$ cat src/rtl/msdf_to_bin.sv
// Serial MSD-first signed-digit to two's-complement converter.
// Uses on-the-fly conversion (Q/QM pair) so the result is ready on the final digit.
module msdf_to_bin #(
   parameter int TARGET_PRECISION = 16
) (
   input  logic                        clk,
   input  logic                        rstn,
   input  logic [2:0]                  dataInArray_0,
   input  logic                        pValidArray_0,
   output logic                        readyArray_0,
   output logic [TARGET_PRECISION:0]   dataOutArray_0,
   output logic                        validArray_0,
   input  logic                        nReadyArray_0,
   output logic                        len_err
);

   localparam int N  = TARGET_PRECISION;
   localparam int W  = N + 1;
   localparam int CW = $clog2(N + 1);
   localparam logic [CW-1:0] N_C = CW'(N);

   typedef enum logic [1:0] {ACC, PAD, OUT} state_t;

   state_t          state_q, state_d;
   logic [W-1:0]    q_q, q_d;
   logic [W-1:0]    qm_q, qm_d;
   logic [CW-1:0]   cnt_q, cnt_d;
   logic            len_err_q, len_err_d;
   logic [1:0]      sync_q, sync_d;

   logic            handshake;
   logic            last;
   logic            dig_pos;
   logic            dig_neg;
   logic [CW-1:0]   cnt_inc;

   // sync_q[1] holds digit acceptance off until reset release has been seen on two edges
   assign readyArray_0   = (state_q == ACC) && sync_q[1];
   assign validArray_0   = (state_q == OUT);
   assign dataOutArray_0 = q_q;
   assign len_err        = len_err_q;

   assign handshake = pValidArray_0 && readyArray_0;
   assign last      = dataInArray_0[2];
   assign dig_pos   = dataInArray_0[1] && !dataInArray_0[0];
   assign dig_neg   = !dataInArray_0[1] && dataInArray_0[0];
   assign cnt_inc   = cnt_q + CW'(1);

   always_comb begin
      sync_d    = {sync_q[0], 1'b1};
      state_d   = state_q;
      q_d       = q_q;
      qm_d      = qm_q;
      cnt_d     = cnt_q;
      len_err_d = len_err_q;
      case (state_q)
         ACC: begin
            if (handshake) begin
               cnt_d = cnt_inc;
               if (dig_pos) begin
                  q_d  = {q_q[W-2:0], 1'b1};
                  qm_d = {q_q[W-2:0], 1'b0};
               end else if (dig_neg) begin
                  q_d  = {qm_q[W-2:0], 1'b1};
                  qm_d = {qm_q[W-2:0], 1'b0};
               end else begin
                  q_d  = {q_q[W-2:0], 1'b0};
                  qm_d = {qm_q[W-2:0], 1'b1};
               end
               if (cnt_inc == N_C) begin
                  state_d   = OUT;
                  len_err_d = !last;
               end else if (last) begin
                  state_d   = PAD;
                  len_err_d = 1'b1;
               end
            end
         end
         // Zero-fill the missing low-order digits of a short word
         PAD: begin
            q_d   = {q_q[W-2:0], 1'b0};
            qm_d  = {qm_q[W-2:0], 1'b1};
            cnt_d = cnt_inc;
            if (cnt_inc == N_C) begin
               state_d = OUT;
            end
         end
         OUT: begin
            if (nReadyArray_0) begin
               state_d   = ACC;
               q_d       = '0;
               qm_d      = '1;
               cnt_d     = '0;
               len_err_d = 1'b0;
            end
         end
         default: begin
            state_d = ACC;
         end
      endcase
   end

   always_ff @(posedge clk or negedge rstn) begin
      if (!rstn) begin
         state_q   <= ACC;
         q_q       <= '0;
         qm_q      <= '1;
         cnt_q     <= '0;
         len_err_q <= 1'b0;
         sync_q    <= 2'b00;
      end else begin
         state_q   <= state_d;
         q_q       <= q_d;
         qm_q      <= qm_d;
         cnt_q     <= cnt_d;
         len_err_q <= len_err_d;
         sync_q    <= sync_d;
      end
   end

endmodule

$ cat config.mk
export PLATFORM = sky130hd
export DESIGN_NAME = msdf_to_bin
export DESIGN_NICKNAME = d
export VERILOG_FILES = /design/src/rtl/msdf_to_bin.sv
export SDC_FILE = /design/constraint.sdc
export NUM_CORES = 1
export LEC_CHECK = 0
export CAP_MARGIN = 20
export CORE_MARGIN = 1
export CORE_UTILIZATION = 57
export CTS_CLUSTER_DIAMETER = 30
export DETAILED_ROUTE_END_ITERATION = 10
export HOLD_SLACK_MARGIN = 0.02
export PLACE_DENSITY = 0.8
export SLEW_MARGIN = 30
export SYNTH_ARGS = -nofsm -noshare
export SYNTH_HDL_FRONTEND = slang
export SYNTH_SLANG_ARGS = --single-unit
$ cat constraint.sdc
create_clock -name clk -period 1.75 [get_ports clk]
set_input_delay 0.35 -clock clk [delete_from_list [all_inputs] [get_ports clk]]
set_output_delay 0.35 -clock clk [all_outputs]
set_load 0.005 [all_outputs]
# After elaboration in Yosys (flattened, before gate mapping)
# Index checks and enable logic that the tools add are counted.
[totals]
output_inout_bits = 20
register_bits = 43
[op_classes]
eq_ne = 7
n_mux = 24
add_sub_neg = 1
reduce_logical = 13
[op_table]
columns = ["cell", "n"]
rows = [
  ["17-bit two-way mux", 4],
  ["17-bit one-hot mux with 3 select lines", 1],
  ["16-bit two-way mux", 3],
  ["16-bit one-hot mux with 3 select lines", 1],
  ["5-bit one-hot mux with 3 select lines", 1],
  ["2-bit two-way mux", 5],
  ["5-bit two-way mux", 2],
  ["4-bit AND reduction", 2],
  ["2-bit one-hot mux with 3 select lines", 1],
  ["5-bit by 1-bit adder with 5-bit output, second input constant", 1],
  ["5-bit == test, second input constant", 1],
  ["1-bit two-way mux", 5],
  ["1-bit logical AND", 4],
  ["2-bit inequality test, second input constant", 2],
  ["1-bit zero test", 3],
  ["3-bit by 2-bit inequality test with 1-bit output, second input constant", 1],
  ["3-bit AND reduction", 1],
  ["3-bit nonzero test", 1],
  ["2-bit by 1-bit == test with 1-bit output, second input constant", 1],
  ["2-bit == test, second input constant", 1],
  ["2-bit zero test", 1],
  ["2-bit by 1-bit inequality test with 1-bit output, second input constant", 1],
  ["1-bit one-hot mux with 2 select lines", 1],
  ["2-bit nonzero test", 1],
]

# Longest topological paths before layout
[depth]
depth_word = 6
ltp_mapped = 10
ltp_nobuf = 7

# Least setup slack after synthesis
# Ideal clock, no wire load.
[synth_timing]
path_type = "reg-to-reg"
startpoint = "register state_q[0]"
endpoint = "register q_q[1], in the netlist dataOutArray_0[1]"
arrival_time_ns = 1.527
path_stages_with_launch = 10
synth_period_minus_slack_ns = 1.654
slack_ns = 0.096
cell_sequence = "dfrtp_1 -> inv_1 -> ha_1 -> and2b_1 -> a21oi_2 -> nand2b_2 -> buf_6 -> buf_4 -> nand2_1 -> o21ai_0"
[synth_via]
elab_cells_between_ends = 10
cone_classes = "eq/ne: 4; mux: 1; reduce/logical: 5"
[synth_lines]
columns = ["element", "line", "source"]
rows = [
  ["start, declared", "24", "state_t state_q, state_d;"],
  ["start signal, assigned", "112", "state_q <= state_d;"],
  ["2-bit == test (*)", "-", ""],
  ["named net validArray_0", "12", "output logic validArray_0,"],
  ["2-bit by 1-bit inequality test with 1-bit output (no line) / 3-bit nonzero test (equally long branches)", "-", ""],
  ["3-bit AND reduction (no line)", "-", ""],
  ["end signal, assigned", "113", "q_q <= q_d;"],
  ["end, declared", "25", "logic [W-1:0] q_q, q_d;"],
]
# Mark *: on every way through the listed nets, which the timed path passes. The rest lies on a longest branch.
# A chain may end at the register's enable or synchronous reset.

# Final worst setup path
[layout_timing]
startpoint = "input dataInArray_0[1]"
endpoint = "register q_q[4], in the netlist dataOutArray_0[4]"
[layout_via]
elab_chain_len = 6
elab_cells_between_ends = 7
cone_classes = "mux: 4; reduce/logical: 3"
[layout_rtl]
columns = ["element", "line", "source"]
rows = [
  ["start, declared", "8", "input logic [2:0] dataInArray_0,"],
  ["1-bit zero test", "46", "assign dig_neg = !dataInArray_0[1] && dataInArray_0[0];"],
  ["1-bit logical AND", "46", ""],
  ["17-bit two-way mux", "63", "end else if (dig_neg) begin"],
  ["17-bit two-way mux (*)", "60", "if (dig_pos) begin"],
  ["17-bit two-way mux (*)", "58", "if (handshake) begin"],
  ["17-bit one-hot mux with 3 select lines (*)", "56", "case (state_q)"],
]
# Mark *: on every way between the ends. The rest lies on a longest branch, timed or not. The select of a mux whose other input is x is not followed.

==> out/qor.json <==
{
  "clock_insertion_delay_worst_skew": {"value": 290, "unit": "ps"},
  "synth-edff-count": {"value": 0},
  "synth_area_leaders": {"value": "dfrtp_1 26%, dfstp_2 16%, o21ai_0 7.6%"},
  "reg2reg_from": {"value": "state_q[1]"},
  "path_clk_slew": {"value": 70, "unit": "ps"},
  "place_worst_setup_slack": {"value": -456.6, "unit": "ps"},
  "synth.cell_area": {"value": 2567, "unit": "µm²"},
  "cp_data_arrival_time": {"value": 1910, "unit": "ps"},
  "design.core.area": {"value": 4354, "unit": "µm²"},
  "max_freq": {"value": 574.2, "unit": "MHz"},
  "yosysTopAreaCell": {"value": "dfrtp_1"},
  "status": {"value": "finished, final reports clean"},
  "fin_skew": {"value": 7.818, "unit": "ps"},
  "pwr-share-clk": {"value": 0.106},
  "internal-power": {"value": 3.322, "unit": "mW"},
  "grt_first_pass_wirelength": {"value": 9294, "unit": "µm"},
  "via_count_of_the_first_global_routing_pass": {"value": 2036},
  "vdd.ir_drop.worst": {"value": 0.9015, "unit": "mV"},
  "cts-root-to-sink-buffers": {"value": 2},
  "netlist_top_cells_count": {"value": "42 x nand2_1, 39 x o21ai_0, 33 x nor2_1"},
  "initial_utilization": {"value": 0.5897},
  "final_layout_size_suffix_gt1_frac": {"value": 0.2690},
  "worstSetupPathType": {"value": "in2reg"},
  "worst_path_largest_cell_delay": {"value": 480, "unit": "ps"},
  "synthFlopType": {"value": "dfrtp_1"},
  "dr_total_vias": {"value": 2177},
  "switching_share": {"value": 0.4016},
  "critical_path.startpoint": {"value": "dataInArray_0[1]"},
  "layout.cell_area.non_filler": {"value": 3169, "unit": "µm²"},
  "timing.hold.ws": {"value": 14.86, "unit": "ps"},
  "postSynthCellCount": {"value": 281},
  "final_wtd_congestion": {"value": 0.8158},
  "cts_root_buffer": {"value": "clkbuf_8"},
  "avgViaCountPerCell": {"value": 5.916},
  "p_switching": {"value": 2.230, "unit": "mW"},
  "rows": {"value": 24},
  "routed_wirelength": {"value": 5801, "unit": "µm"},
  "synth_most_common_cell": {"value": "nand2_1"},
  "synth-seq-area-share": {"value": 0.4269},
  "n_antenna_cell": {"value": 0},
  "fin_cells": {"value": 368},
  "tritoncts": {"value": "yes"},
  "regToRegSetupSlack": {"value": 50, "unit": "ps"},
  "tritoncts.num_buffers": {"value": 5},
  "numPlacedInstances": {"value": 356},
  "detailedRoute.firstIterationViolations": {"value": 172},
  "crit_path_max_fanout": {"value": 5},
  "yosys.area.top_type_share": {"value": 0.2632},
  "maxSlewViolCount": {"value": 0},
  "synth.ff_latch_count": {"value": 43},
  "worst_path_max_delay_cell": {"value": "clkdlybuf4s50_1"},
  "timing.critical_path.buf_inv": {"value": 3},
  "post-route-min-period": {"value": 1741, "unit": "ps"},
  "largest_net_degree_at_the_start_of_global_routing": {"value": 38},
  "layout.nets": {"value": 330},
  "antenna_found_initial": {"value": 0},
  "critPathTopFamily": {"value": "buffers and inverters"},
  "hold_path_class": {"value": "in2async"},
  "worstSetupEndpointType": {"value": "flip-flop"},
  "place.detailed.hpwl": {"value": 3565, "unit": "µm"},
  "instance_area_after_placement": {"value": 2935, "unit": "µm²"},
  "share_comb_of_total_power": {"value": 0.516},
  "die_height": {"value": 69.12, "unit": "µm"},
  "yosys.cell_types.count": {"value": 40},
  "buffer_ports.inserted": {"value": 26},
  "post-route-worst-setup-slack": {"value": 8.554, "unit": "ps"},
  "synthesis.nets": {"value": 295},
  "required": {"value": 1920, "unit": "ps"},
  "rsz0062_at_grt": {"value": "true"},
  "power.density": {"value": 1752, "unit": "nW/µm²"},
  "ff2ff_path_depth": {"value": 9},
  "type_of_origin_of_the_critical_path": {"value": "input pin"},
  "ys_warn_count": {"value": 0},
  "avgRoutedWirePerCell": {"value": 15.76, "unit": "µm"},
  "avgSynthCellArea": {"value": 9.137, "unit": "µm²"},
  "firstDrtPassIters": {"value": 5},
  "drc": {"value": 0},
  "number_of_hold_violations_in_the_final_report": {"value": 0},
  "cts.htree.levels": {"value": 2},
  "power_frac_seq": {"value": 0.379},
  "final_antenna_net_count": {"value": 0},
  "overflow": {"value": 0},
  "setup_viol_count_final": {"value": 0},
  "number_of_hold_buffers_added_after_cts": {"value": 0},
  "maxCapViolations": {"value": 0},
  "boundaryPins": {"value": 27},
  "synthToLayoutAreaGrowth": {"value": 23.44, "unit": "%"},
  "synth-async-reset-ratio": {"value": 1.000},
  "post-route-period-util": {"value": 0.9951},
  "worstPathCellList": {"value": "clkdlybuf4s50_1 -> inv_1 -> ha_1 -> nand2b_4 -> buf_4 -> mux2i_1 -> nor2_1 -> a31oi_1 -> o21ai_0"},
  "overall_routing_resource_usage": {"value": 0.2427},
  "cp.depth": {"value": 9},
  "dieArea": {"value": 4777, "unit": "µm²"},
  "chipWidth": {"value": 69.12, "unit": "µm"},
  "total_leakage_power": {"value": 1.329, "unit": "nW"},
  "finalCoreUtilization": {"value": 0.7279},
  "cts.sinks": {"value": 43}
}
per-layer routing:
metal | track usage | part of all wire | vias up
li1 | - | - | 1046
met1 | 0.3092 | 0.42 | 1054
met2 | 0.4164 | 0.51 | 67
met3 | 0.04532 | 0.050 | 10
met4 | 0.07710 | 0.016 | 0
met5 | 0 | 0 | -
cell type report:
type                       instances  area (µm²)
multi-input combinational        210        1398
timing repair buffer              50       511.7
clock buffer                       7       76.32
tap                               52       65.06
sequential                        43        1096
inverter                           6       22.52
fill                             336        1185
kinds of logic (layout without fill, tap and decap cells):
group / count (synthesis) / count (layout) / share of synthesized area
AND/OR/NAND/NOR: 90 / 90 / 0.1530
AO/OA/AOI/OAI: 89 / 89 / 0.2286
flip-flops: 43 / 43 / 0.4269
buffers and inverters: 28 / 63 / 0.06043
multiplexers: 20 / 20 / 0.08528
adder cells (fa/ha/maj): 7 / 7 / 0.03411
XOR/XNOR: 3 / 3 / 0.01024
other: 1 / 1 / 0.001461
power by group through the flow:
stage	clock network [mW]	logic (mW)	registers, mW
finish	0.587	2.86	2.10
CTS	0.605	2.61	2.06
global placement	0	2.45	2.04
detailed placement	0	2.53	2.07
global route	0.637	3.17	2.17
floorplan	0	1.69	1.98
stage by stage:
stage	power (mW)	TNS (ps)
after floorplan	3.668	0
after global placement	4.487	-7018
after detailed placement	4.601	-8675
after CTS	5.276	0
after global routing	5.979	-190.1
final	5.552	0
cells in the final DEF (no fill, tap or decap), types with 9 or more instances in the layout:
cell,Yosys,final
nand2_1,42,42
o21ai_0,39,37
nor2_1,33,33
dfrtp_1,27,27
clkdlybuf4s50_1,0,23
a21oi_1,19,19
buf_4,3,16
dfstp_2,16,16
mux2_2,15,15
a221oi_2,10,9
state kept, by name, indices dropped and copies added, names as in the netlist:
name / flops
dataOutArray_0: 17
qm_q: 16
cnt_q: 5
state_q: 2
sync_q: 2
len_err: 1
repair_timing:
| item | CTS | global route |
|---|---|---|
| gates resized for setup | 9 | 16 |
| endpoints found under the hold margin | 0 | 0 |
| endpoints found under the setup margin | 15 | 31 |
| pin swaps | 1 | 1 |
| setup buffers | 3 | 1 |
| cloned | 0 | 1 |
final timing paths:
| kind | end |
|---|---|
| setup / recovery | dataOutArray_0[4] |
| hold / removal | dataOutArray_0[9] |
| setup reg to reg | qm_q[3] |
| hold reg to reg | sync_q[1] |
| max in group asynchronous | qm_q[14] |
| min in group clk | sync_q[1] |
No activity file was read; power rests on OpenSTA's default activity.
